--- src/rtl/piso_serializer.sv ---
// piso_serializer: valid/ready parallel-in, serial-out transmitter with framing flags.
// Define PISO_PARITY_EN to append an even-parity bit after each word.
`timescale 1ns/1ps
module piso_serializer #(
    parameter int WIDTH     = 8,
    parameter int MSB_FIRST = 1
) (
    input  logic             CLK,
    input  logic             RSTn,
    input  logic             LOAD_VALID,
    output logic             LOAD_READY,
    input  logic [WIDTH-1:0] DATA_IN,
    output logic             SER_OUT,
    output logic             SER_OUTn,
    output logic             SER_VALID,
    output logic             SER_FIRST,
    output logic             DONE
);
    localparam int CNT_W = $clog2(WIDTH + 1);
`ifdef PISO_PARITY_EN
    localparam logic [CNT_W-1:0] LAST_IDX  = CNT_W'(WIDTH);
    localparam logic [CNT_W-1:0] DATA_LAST = CNT_W'(WIDTH - 1);
`else
    localparam logic [CNT_W-1:0] LAST_IDX  = CNT_W'(WIDTH - 1);
`endif

    typedef enum logic {IDLE, SHIFT} state_t;

    state_t           state;
    logic [WIDTH-1:0] shift_reg;
    logic [CNT_W-1:0] bit_cnt;
`ifdef PISO_PARITY_EN
    logic             parity_bit;
`endif

    logic             first_bit;
    logic             head_bit;
    logic [WIDTH-1:0] data_adv;
    logic [WIDTH-1:0] shift_adv;

    // The register always holds the bits not yet presented, oldest at the output end.
    assign first_bit = (MSB_FIRST != 0) ? DATA_IN[WIDTH-1]   : DATA_IN[0];
    assign head_bit  = (MSB_FIRST != 0) ? shift_reg[WIDTH-1] : shift_reg[0];
    assign data_adv  = (MSB_FIRST != 0) ? (DATA_IN << 1)     : (DATA_IN >> 1);
    assign shift_adv = (MSB_FIRST != 0) ? (shift_reg << 1)   : (shift_reg >> 1);

    assign LOAD_READY = (state == IDLE);
    assign SER_OUTn   = ~SER_OUT;

    always_ff @(posedge CLK or negedge RSTn) begin
        if (!RSTn) begin
            state      <= IDLE;
            shift_reg  <= '0;
            bit_cnt    <= '0;
            SER_OUT    <= 1'b0;
            SER_VALID  <= 1'b0;
            SER_FIRST  <= 1'b0;
            DONE       <= 1'b0;
`ifdef PISO_PARITY_EN
            parity_bit <= 1'b0;
`endif
        end else begin
            case (state)
                IDLE: begin
                    DONE      <= 1'b0;
                    SER_OUT   <= 1'b0;
                    SER_VALID <= 1'b0;
                    SER_FIRST <= 1'b0;
                    if (LOAD_VALID) begin
                        state      <= SHIFT;
                        shift_reg  <= data_adv;
                        bit_cnt    <= '0;
                        SER_OUT    <= first_bit;
                        SER_VALID  <= 1'b1;
                        SER_FIRST  <= 1'b1;
`ifdef PISO_PARITY_EN
                        parity_bit <= ^DATA_IN;
`endif
                    end
                end
                SHIFT: begin
                    SER_FIRST <= 1'b0;
                    if (bit_cnt == LAST_IDX) begin
                        state     <= IDLE;
                        SER_OUT   <= 1'b0;
                        SER_VALID <= 1'b0;
                        DONE      <= 1'b1;
                    end else begin
                        bit_cnt   <= bit_cnt + 1'b1;
                        shift_reg <= shift_adv;
                        SER_OUT   <= head_bit;
`ifdef PISO_PARITY_EN
                        if (bit_cnt == DATA_LAST) begin
                            SER_OUT <= parity_bit;
                        end
`endif
                    end
                end
                default: state <= IDLE;
            endcase
        end
    end
endmodule

--- config.mk ---
export PLATFORM = sky130hd
export DESIGN_NAME = piso_serializer
export DESIGN_NICKNAME = d
export VERILOG_FILES = /design/src/rtl/piso_serializer.sv
export SDC_FILE = /design/constraint.sdc
export NUM_CORES = 1
export LEC_CHECK = 0
export CAP_MARGIN = 20
export CORE_UTILIZATION = 27
export DETAILED_ROUTE_END_ITERATION = 12
export PLACE_DENSITY = 0.51
export SLEW_MARGIN = 20
export SYNTH_ARGS = -nofsm -noshare
export SYNTH_HDL_FRONTEND = slang
export SYNTH_SLANG_ARGS = --single-unit
--- constraint.sdc ---
create_clock -name CLK -period 3.77 [get_ports CLK]
set_input_delay 0.754 -clock CLK [delete_from_list [all_inputs] [get_ports CLK]]
set_output_delay 0.754 -clock CLK [all_outputs]
set_load 0.005 [all_outputs]
==> metrics.txt <==
Initial DRC Count=4; CP Capture Point=LOAD_READY; Slew Viols, Final=0; placed cell count=98; post-CTS sizing=0; CTS clk-pin slew, worst paths=0.09 ns; Worst-Margin Slew=0.740 ns; die area=3100 µm²; CTS root buffer=clkbuf_4; share of layout cells above drive strength 1=30.0%; syn_nets=65; GP Congestion=0.672; CORE AREA=2730 µm²; R2R setup slack=1.87 ns; first-pass GRT wire length=2260 µm; Area Overhead vs Synth=25.6%; Ys Warns=0; post-route ant nets=0; Setup crit start=state; Post-DP HPWL=919 µm; post-synthesis compound-gate area fraction=8.05%; Chip Width=55.6 µm; CP Class=flop to primary output; Max VDD drop=373 µV; total design power=0.000763 W; Final Skew=0.00352 ns; FP Rows=19; status=finished, final reports clean; Adder-Cell Fraction of Synth Area=1.61%; ANT cells=0; critical path cell sequence=inv_1 -> clkdlybuf4s50_1; max-cap viol count=0; Required @ worst endpoint=3.02 ns; r2r worst-path depth=3; Clock Sinks=16; Max FO, Critical Path=12; CP Capture Type=primary output; CTS tree=built; Pwr Density=782 nW/µm²; synth top area cells=dfrtp_1 (52%), mux2_4 (21%), a22o_1 (3.4%), buf_6 (2.9%), mux2_2 (2.9%); crit share post-route=63.9%; Mapped Area=777 µm²; instance count on the critical path=2; worst hold path type=flop to flop; initial antenna violation count=0; final setup TNS=0 ns; # nets final=84; Initial Util=28.4%; worst skew pair latency=0.28 ns; # IOs=17; GRT Overall Usage=9.66%; Area after DPL=953 µm²; vias post-DR=448; post-synthesis mux area share=25.4%; Seq cells post-synth=16; largest net degree at the start of global routing=17; CP delay by family, top=flip-flops; Buffers on Ports=16; Hold Violations, Final=0; Period minus WS final=2.41 ns; Avg Vias per Cell=4.44; Leak Pwr=0.479 nW; final cell count without fillers=101; Hold WS=0.504 ns; post-synthesis sequential area ratio=51.5%; post-synth top area share=51.5%; hold buffer count at CTS=0; reg-to-reg startpoint=state; 1st-pass router iterations=2; # setup viols final=0; fmax=0.415 GHz; Yosys cell types=20; TritonCTS Buffers=3; CTS H-tree depth=1; crit start category=flop; vias in the first global route=461; xor/xnor cell area share of the yosys netlist=1.13%; total grt overflow=0; Clock Tree Buf Depth=2; RR Endpoint=shift_reg[7]; DRT Wirelength=1260 µm; die height=55.6 µm; Final Cell Area=976 µm²; simple-gate share of the synthesized area=7.41%; largest family of logic cells by synthesized area=multiplexers; syn_area_per_cell=14.7 µm²; crit path DAT=1.65 ns; slowest CP cell=dfrtp_1; Residual DRC=0; Yosys top cell by area=dfrtp_1; routed wire length per instance=12.5 µm; cell count after synthesis=53; Slowest Stage Delay on Critical Path=0.74 ns; max FFs per register=7; unrepaired setup endpoints after global routing=false; Post-CTS Setup Bufs=0; WP buf/inv=2; Max transition margin=50.5%
-- worst min-delay path by stage --
stage | from | to | slack, ns | cells past startpoint
6_report | shift_reg[7] | SER_OUT | 0.50 | 1
5_1_grt | shift_reg[7] | SER_OUT | 0.53 | 1
4_1_cts | shift_reg[7] | SER_OUT | 0.50 | 1
3_5_place_dp | shift_reg[7] | SER_OUT | 0.48 | 1
3_3_place_gp | SER_VALID | SER_VALID | 0.48 | 1
2_1_floorplan | RSTn | DONE | 0.46 | 0
-- power breakdown --
group          internal, W  leakage [nW]  switching, W
registers         0.000247         0.200     0.0000726
logic             0.000244         0.265      0.000111
clock network    0.0000371        0.0138     0.0000509
total             0.000528         0.479      0.000234
-- metal layers --
layer | GRT usage (%) | up-vias | part of all wire [%]
li1 | - | 219 | -
met2 | 14.6 | 14 | 46
met3 | 4.42 | 2 | 6.3
met4 | 3.21 | 0 | 1.0
met1 | 12.2 | 213 | 46
met5 | 0 | - | 0
-- cell families after synthesis --
kind of cell               Yosys count
AOI/OAI and AO/OA                    8
buffers and inverters                6
adders and majority gates            1
and+or+nand+nor                      7
muxes                               14
DFF                                 16
xor gates and xnor gates             1
-- cell type report --
class	count	area, µm²
repair buffers	16	160
multi-input cells	31	339
clock buffers	3	22.5
flip-flops and latches	16	400
well taps	31	38.8
fillers	273	1760
inverters	4	15.0
-- metrics by stage --
step | setup slack (ns) | util [%]
after floorplan | 2.18 | -
after global placement | 1.36 | 34.9
after detailed placement | 1.36 | 34.9
after CTS | 1.31 | 35.7
after global routing | 1.24 | 35.7
final | 1.36 | 35.7
-- cells in the mapped netlist --
cell,number
dfrtp_1,16
mux2_4,11
inv_1,4
a22o_1,3
buf_6,2
mux2_2,2
nor2_1,2
a21o_1,1
a21oi_1,1
a21oi_2,1
a22o_2,1
and2_2,1
ha_1,1
mux2i_1,1
nand2_1,1
nand3_1,1
nand3b_4,1
nor2b_4,1
o21ai_0,1
xor2_1,1
-- cells in the final DEF (no fill, tap or decap), types with 2 or more instances in the layout --
| cell | count |
|---|---|
| clkbuf_4 | 3 |
| dfrtp_1 | 16 |
| mux2_4 | 11 |
| mux2_2 | 2 |
| a22o_1 | 3 |
| nor2_1 | 2 |
| inv_1 | 4 |
| clkdlybuf4s50_1 | 16 |
No activity file was read; power rests on OpenSTA's default activity.
